### config.mk
export PLATFORM = sky130hd
export DESIGN_NAME = mips_multicycle_alu
export DESIGN_NICKNAME = d
export VERILOG_FILES = /design/src/rtl/mips_multicycle_alu.sv
export SDC_FILE = /design/constraint.sdc
export NUM_CORES = 1
export LEC_CHECK = 0
export ABC_CLOCK_PERIOD_IN_PS = 2800
export CAP_MARGIN = 10
export CELL_PAD_IN_SITES_DETAIL_PLACEMENT = 0
export CELL_PAD_IN_SITES_GLOBAL_PLACEMENT = 1
export CORE_MARGIN = 4
export CORE_UTILIZATION = 30
export CTS_BUF_LIST = sky130_fd_sc_hd__clkbuf_8
export CTS_CLUSTER_SIZE = 16
export DETAILED_ROUTE_END_ITERATION = 10
export PLACE_DENSITY_LB_ADDON = 0.3
export SETUP_SLACK_MARGIN = 0.1
export SLEW_MARGIN = 20
export SYNTH_ARGS = -nofsm -noshare
export SYNTH_HDL_FRONTEND = slang
export SYNTH_SLANG_ARGS = --single-unit
### constraint.sdc
create_clock -name clk -period 2.8 [get_ports clk]
set_input_delay 0.84 -clock clk [delete_from_list [all_inputs] [get_ports clk]]
set_output_delay 0.84 -clock clk [all_outputs]
set_load 0.02 [all_outputs]
### src/rtl/mips_multicycle_alu.sv
// Multi-cycle execution ALU for the MIPS core: single-cycle ADD/SUB plus an
// iterative one-bit-per-cycle shifter, with valid/ready on both sides.

package MIPS_Generic_Definitions;

   typedef enum logic [3:0] {
      ADD_ALU_Sel  = 4'd0,
      SUB_ALU_Sel  = 4'd1,
      SLL_ALU_Sel  = 4'd2,
      SLLV_ALU_Sel = 4'd3,
      SRAV_ALU_Sel = 4'd4,
      ERR_ALU_Sel  = 4'd15
   } alu_sel_t;

endpackage

module mips_multicycle_alu
   import MIPS_Generic_Definitions::*;
#(
   parameter int DATA_W  = 32,
   parameter int SHAMT_W = $clog2(DATA_W)
) (
   input  logic              clk,
   input  logic              rst_n,
   input  logic              in_valid,
   output logic              in_ready,
   input  alu_sel_t          alu_sel,
   input  logic [DATA_W-1:0] a,
   input  logic [DATA_W-1:0] b,
   input  logic [SHAMT_W-1:0] shamt,
   output logic              out_valid,
   input  logic              out_ready,
   output logic [DATA_W-1:0] result,
   output logic              zero,
   output logic              overflow,
   output logic              err
);

   typedef enum logic [1:0] {
      IDLE  = 2'd0,
      SHIFT = 2'd1,
      DONE  = 2'd2
   } state_t;

   state_t state, state_next;

   logic [DATA_W-1:0]  shift_reg;
   logic [SHAMT_W-1:0] count;
   logic               shift_right;

   logic [DATA_W-1:0]  sum;
   logic [DATA_W-1:0]  diff;
   logic [DATA_W-1:0]  shift_step;
   logic               is_shift;
   logic [SHAMT_W-1:0] shift_amt;
   logic               accept;
   logic               last_step;

   assign in_ready  = (state == IDLE);
   assign out_valid = (state == DONE);
   assign accept    = in_valid && in_ready;
   assign last_step = (count == SHAMT_W'(1));

   assign sum  = a + b;
   assign diff = a - b;

   // The right shift replicates the msb so SRAV of a negative value fills with ones.
   assign shift_step = shift_right ? {shift_reg[DATA_W-1], shift_reg[DATA_W-1:1]}
                                   : {shift_reg[DATA_W-2:0], 1'b0};

   always_comb begin
      is_shift  = 1'b0;
      shift_amt = '0;
      case (alu_sel)
         SLL_ALU_Sel: begin
            is_shift  = 1'b1;
            shift_amt = shamt;
         end
         SLLV_ALU_Sel, SRAV_ALU_Sel: begin
            is_shift  = 1'b1;
            shift_amt = a[SHAMT_W-1:0];
         end
         default: begin
            is_shift  = 1'b0;
            shift_amt = '0;
         end
      endcase
   end

   always_ff @(posedge clk or negedge rst_n) begin
      if (!rst_n) begin
         state <= IDLE;
      end else begin
         state <= state_next;
      end
   end

   always_comb begin
      state_next = state;
      case (state)
         IDLE: begin
            if (in_valid) begin
               if (is_shift && (shift_amt != '0)) begin
                  state_next = SHIFT;
               end else begin
                  state_next = DONE;
               end
            end
         end
         SHIFT: begin
            if (last_step) begin
               state_next = DONE;
            end
         end
         DONE: begin
            if (out_ready) begin
               state_next = IDLE;
            end
         end
         default: state_next = IDLE;
      endcase
   end

   // Operands are captured only at the accept edge; later input changes are ignored.
   always_ff @(posedge clk or negedge rst_n) begin
      if (!rst_n) begin
         result      <= '0;
         zero        <= 1'b0;
         overflow    <= 1'b0;
         err         <= 1'b0;
         shift_reg   <= '0;
         count       <= '0;
         shift_right <= 1'b0;
      end else begin
         case (state)
            IDLE: begin
               if (accept) begin
                  overflow <= 1'b0;
                  err      <= 1'b0;
                  case (alu_sel)
                     ADD_ALU_Sel: begin
                        result   <= sum;
                        zero     <= (sum == '0);
                        overflow <= (a[DATA_W-1] == b[DATA_W-1]) &&
                                    (sum[DATA_W-1] != a[DATA_W-1]);
                     end
                     SUB_ALU_Sel: begin
                        result   <= diff;
                        zero     <= (diff == '0);
                        overflow <= (a[DATA_W-1] != b[DATA_W-1]) &&
                                    (diff[DATA_W-1] != a[DATA_W-1]);
                     end
                     SLL_ALU_Sel, SLLV_ALU_Sel, SRAV_ALU_Sel: begin
                        shift_reg   <= b;
                        count       <= shift_amt;
                        shift_right <= (alu_sel == SRAV_ALU_Sel);
                        if (shift_amt == '0) begin
                           result <= b;
                           zero   <= (b == '0);
                        end
                     end
                     default: begin
                        result <= '0;
                        zero   <= 1'b1;
                        err    <= 1'b1;
                     end
                  endcase
               end
            end
            SHIFT: begin
               shift_reg <= shift_step;
               count     <= count - SHAMT_W'(1);
               if (last_step) begin
                  result <= shift_step;
                  zero   <= (shift_step == '0);
               end
            end
            DONE: begin
               if (out_ready) begin
                  err      <= 1'b0;
                  overflow <= 1'b0;
               end
            end
            default: begin
               err      <= 1'b0;
               overflow <= 1'b0;
            end
         endcase
      end
   end

endmodule
Word-level counts from Yosys, hierarchy flattened
Index checks and enable logic that the tools add are counted.
{ "word_totals": {"register_bits": 75, "in_bits": 77, "out_inout_bits": 37, "wordCells": 81} }
{ "op_classes": {"n_addsub": 3, "eq_ne": 17, "muxes": 31, "n_bitwise": 1, "reduce_logical": 21} }
{ "op_table": {"columns": ["cell", "n"], "rows": [
  ["2-to-1 mux 32 bit", 6],
  ["zero test 32 bit", 4],
  ["one-hot mux 32 bit (2 select lines)", 2],
  ["one-hot mux 32 bit (3 select lines)", 1],
  ["adder 32 bit", 1],
  ["subtractor 32 bit", 1],
  ["one-hot mux 5 bit (2 select lines)", 2],
  ["AND reduction 3 bit", 4],
  ["2-to-1 mux 5 bit", 2],
  ["one-hot mux 1 bit (3 select lines)", 3],
  ["equality test 4 x 2 -> 1 bit, second input constant", 2],
  ["2-to-1 mux 1 bit", 8],
  ["2-to-1 mux 2 bit", 4],
  ["inequality test 2 bit, second input constant", 3],
  ["one-hot mux 2 bit (3 select lines)", 1],
  ["equality test 5 x 1 -> 1 bit, second input constant", 1],
  ["zero test 5 bit", 1],
  ["nonzero test 5 bit", 1],
  ["OR reduction 5 bit", 1],
  ["subtractor 5 x 1 -> 5 bit, second input constant", 1],
  ["equality test 4 x 1 -> 1 bit, second input constant", 1],
  ["equality test 4 x 3 -> 1 bit, second input constant", 1],
  ["logical AND 1 bit", 4],
  ["zero test 4 bit", 1],
  ["other kinds (13)", 17]
]} }

Logic depth before layout (Yosys ltp)
{ "logic_depth": {"depth_word": 8, "ltp_mapped": 15, "depth_no_buf": 15} }

Worst setup path after synthesis
OpenSTA, ideal clock, no wires.
{ "synth_timing": {"path_type": "input to register", "startpoint": "in a[0]", "endpoint": "reg result[30]", "setup_time_ns": 0.077, "t_arrival_ns": 3.912, "required_ns": 2.723, "path_slack_ns": -1.189, "cell_stages": 15, "n_path_buf": 0, "cell_sequence": "inv_1 ha_1 inv_1 fa_1 a21o_1 a31oi_1 o2111a_1 nor2_2 a211o_2 a211oi_1 o21ai_1 a21boi_1 mux2_1 a311o_1 a21oi_1"} }
{ "synth_between": {"elab_chain_cells": 4, "word_cells_on_any_way": 9, "cone_classes": "2 x add/sub; 1 x eq/ne; 4 x mux; 2 x reduce/logical"} }
{ "synth_rtl": {"columns": ["item", "line_no", "text"], "rows": [
  ["start, declared", "28", "input logic [DATA_W-1:0] a,"],
  ["subtractor 32 bit (tied with other cells)", "65", "assign diff = a - b;"],
  ["one-hot mux 32 bit (3 select lines) / zero test 5 bit (equally long branches)", "140, 157", null],
  ["2-to-1 mux 32 bit / inequality test 3 x 2 -> 1 bit (equally long branches)", null, null],
  ["one-hot mux 32 bit (2 select lines) / AND reduction 4 bit (equally long branches)", null, null],
  ["end signal, assigned", "142", "result <= sum;"],
  ["end signal, assigned", "148", "result <= diff;"],
  ["end signal, assigned", "174", "result <= shift_step;"],
  ["end, declared", "33", "output logic [DATA_W-1:0] result,"]
]} }
Parallel ways exist; a longest one is shown, timed or not. The select of a mux whose other input is x is not followed.
A chain may end at the register's enable or synchronous reset.

Final worst setup path
{ "layout_timing": {"startpoint": "in a[0]", "endpoint": "reg zero"} }
{ "layout_between": {"elab_chain_cells": 5, "word_cells_on_any_way": 11, "cone_classes": "2 x add/sub; 1 x eq/ne; 4 x mux; 4 x reduce/logical"} }
{ "layout_rtl": {"columns": ["item", "line_no", "text"], "rows": [
  ["subtractor 32 bit / adder 32 bit (equally long branches)", "65, 64", null],
  ["zero test 32 bit, on equally long branches", "149, 143", null],
  ["one-hot mux 1 bit (3 select lines)", "140", "case (alu_sel)"],
  ["2-to-1 mux 1 bit", "137", "if (accept) begin"],
  ["one-hot mux 1 bit (2 select lines)", "135", "case (state)"],
  ["end signal, assigned", "143", "zero <= (sum == '0);"],
  ["end signal, assigned", "149", "zero <= (diff == '0);"],
  ["end signal, assigned", "159", "zero <= (b == '0);"],
  ["end, declared", "34", "output logic zero,"]
]} }
Parallel ways exist; a longest one is shown, timed or not. The select of a mux whose other input is x is not followed.

==> out/metrics.csv <==
metric,value,unit
status,"finished, violations left",
failing checks,setup timing,
setup TNS,-13.94,ns
die area,32600,sq um
kind of critical path,input pin to flop,
period utilization,135,%
Synth area leaders,"dfrtp_1, ha_1, a21oi_1",
Clock Root Buffer,clkbuf_8,
final cell count without fillers,2135,
"FF+latch count, synth",75,
antenna violations before repair,0,
global-route wire length before repair,67100,um
average size of a mapped cell,7.50,sq um
Area Growth Syn to Fin,87.1,%
critical-path maximum fanout,2,
Fin Clk Skew,0.0164,ns
synthesized instance count,1190,
I/O Buffers,113,
share of cells above drive strength 1,49.5,%
Synthesized Nets,1334,
Via Count,11761,
Final Hold Violating Endpoints,0,
CORE AREA,29000,sq um
R2R Path Start,shift_reg[15],
Synthesis Warnings,0,
worst slew pin tran,0.632,ns
Worst EP required,3.11,ns
f_max,265,MHz
hold crit path type,input pin to asynchronous set/reset pin,
# hold bufs at CTS,0,
slack of the critical path,-0.974,ns
GP Congestion,0.966,
Avg WL per Cell,20.9,um
worst rel slew slack,57.3,%
"EDFF count, synth",0,
die width,180,um
CTS Sinks,75,
"setup slack, reg-to-reg",-0.49,ns
routed wire length,44600,um
worst r2r dst,zero,
sequential share of the synthesized area,21.0,%
"Arr. time, crit path",4.08,ns
cell area power density,501,nW/um^2
starting DRC count in detailed routing,1089,
num rows,62,
leakage power,7.49,nW
Clock Path Buffers,2,
Pre-antenna DRT Iters,5,
VDD IR max,277,uV
Post-Syn Area,8920,sq um
final hold slack,0.422,ns
Max H-tree Level,3,
CTS Buf Count,9,
clk_lat worst skew,0.39,ns
Final Critical Period,3.77,ns
vias in the first global route,11716,
total grt overflow,0,
Final HPWL DP,33900,um
Worst Reg-to-Reg Cells,10,
library cells used by synthesis,81,
ant diodes,0,
DRT antenna net count,0,
RSZ-0062 raised after global routing,yes,
Total GRT Usage,25.8,%
effective utilization at floorplan,30.8,%
Synth async-reset ratio,100,%
type of origin of the critical path,input pin,
post-placement cell count,2024,
"CTS clk-pin slew, worst paths",0.11,ns
Max Cap Viol,0,
CTS tree,done,
top cell type's share of synthesized area,21.0,%
Crit. End Element,flop,
routed vias/inst,5.51,
I/O Pins,114,
Yosys top cell by area,dfrtp_1,
main flop type after synthesis,dfrtp_1,
largest net degree at the start of global routing,43,
final setup fails,34,
fin nets,1890,
Die Y,180,um
fin. max-slew vios,0,
drt drc,0,
-- worst max-delay path, cell delays in order --
cell and delay [ns]:
buf_12 0.11, inv_12 0.04, ha_4 0.11, inv_2 0.03
fa_2 0.34, a21o_1 0.20, buf_6 0.13, a31oi_4 0.19
buf_6 0.12, o211ai_1 0.13, xnor2_2 0.20, nor4_4 0.27
buf_4 0.15, nand4_1 0.10, nor3_2 0.23, nand4_1 0.14
or4_4 0.54, o31ai_4 0.18
-- cells by family (layout without fill, tap and decap cells) --
group	count (synthesis)	count (layout)	share of synthesized area, %
XOR/XNOR	56	56	5.50
buffers and inverters	144	705	6.55
multiplexers	50	50	5.69
AND/OR/NAND/NOR	425	425	23.6
adder cells (fa/ha/maj)	67	67	9.56
flip-flops	75	75	21.0
AO/OA/AOI/OAI	373	373	28.1
-- Yosys cell counts (30+ instances only) --
cell and instances:
nor2_1 133, clkbuf_1 58, nor4_1 35, a221o_1 30, xnor2_1 52, nand2_1 81, o21ai_0 61, ha_1 65
a21oi_1 105, dfrtp_1 75, nor3_1 36, mux2i_1 44, inv_1 60
-- placed cells by master (no fill, tap or decap), drive strengths merged, types with 38 or more instances in the layout --
cell	count
nor2	134
dfrtp	75
clkdlybuf4s50	59
mux2i	44
nand2	81
xnor2	52
ha	65
buf	532
inv	70
a21oi	105
o21ai	70
nor3	38
-- where the power goes --
| group | switching (W) | internal, W |
|---|---|---|
| Clock | 0.000542 | 0.000440 |
| Combinational | 0.00269 | 0.00283 |
| Sequential | 0.000375 | 0.00148 |
| Total | 0.00361 | 0.00475 |
-- routing by layer --
| metal | GRT usage, % | vias up | routed length [um] |
|---|---|---|---|
| met2 | 43.3 | 435 | 21300 |
| met3 | 3.39 | 85 | 2390 |
| li1 | - | 5529 | - |
| met1 | 34.6 | 5712 | 19400 |
| met4 | 7.92 | 0 | 1530 |
| met5 | 0 | - | 0 |
-- worst max path at each step --
stage	start	endpoint	slack (ns)	cells past startpoint
6_report	a[0]	zero	-0.97	18
5_1_grt	a[0]	zero	-1.07	18
4_1_cts	a[0]	zero	-1.01	16
3_5_place_dp	a[0]	result[30]	-1.89	16
3_3_place_gp	a[0]	result[30]	-1.86	16
2_1_floorplan	a[0]	result[30]	-0.89	15
-- what timing repair did --
| action | CTS | global route |
|---|---|---|
| gates cloned | 7 | 0 |
| pin swaps | 148 | 125 |
| resized for setup | 412 | 151 |
| buffers inserted | 64 | 38 |
| setup endpoints to repair | 35 | 35 |
-- final cells by class --
class	count	area (sq um)
fillers	2601	12300
clock buffers	9	124
repair buffers	620	5350
clock inverters	7	92.6
inverters	69	317
multi-input cells	971	8450
flip-flops and latches	75	1880
well taps	384	480
-- stage by stage --
stage / util [%] / power [W] / setup WS (ns) / cell area (sq um)
finish: 57.5 / 0.00836 / -0.974 / 16700
detailed placement: 47.9 / 0.00624 / -1.89 / 13900
global placement: 47.9 / 0.00620 / -1.86 / 13900
floorplan: - / 0.00412 / -0.888 / 9560
global route: 57.5 / 0.00879 / -1.07 / 16700
CTS: 55.2 / 0.00803 / -1.01 / 16000
Power figures use the tool's default switching activity.
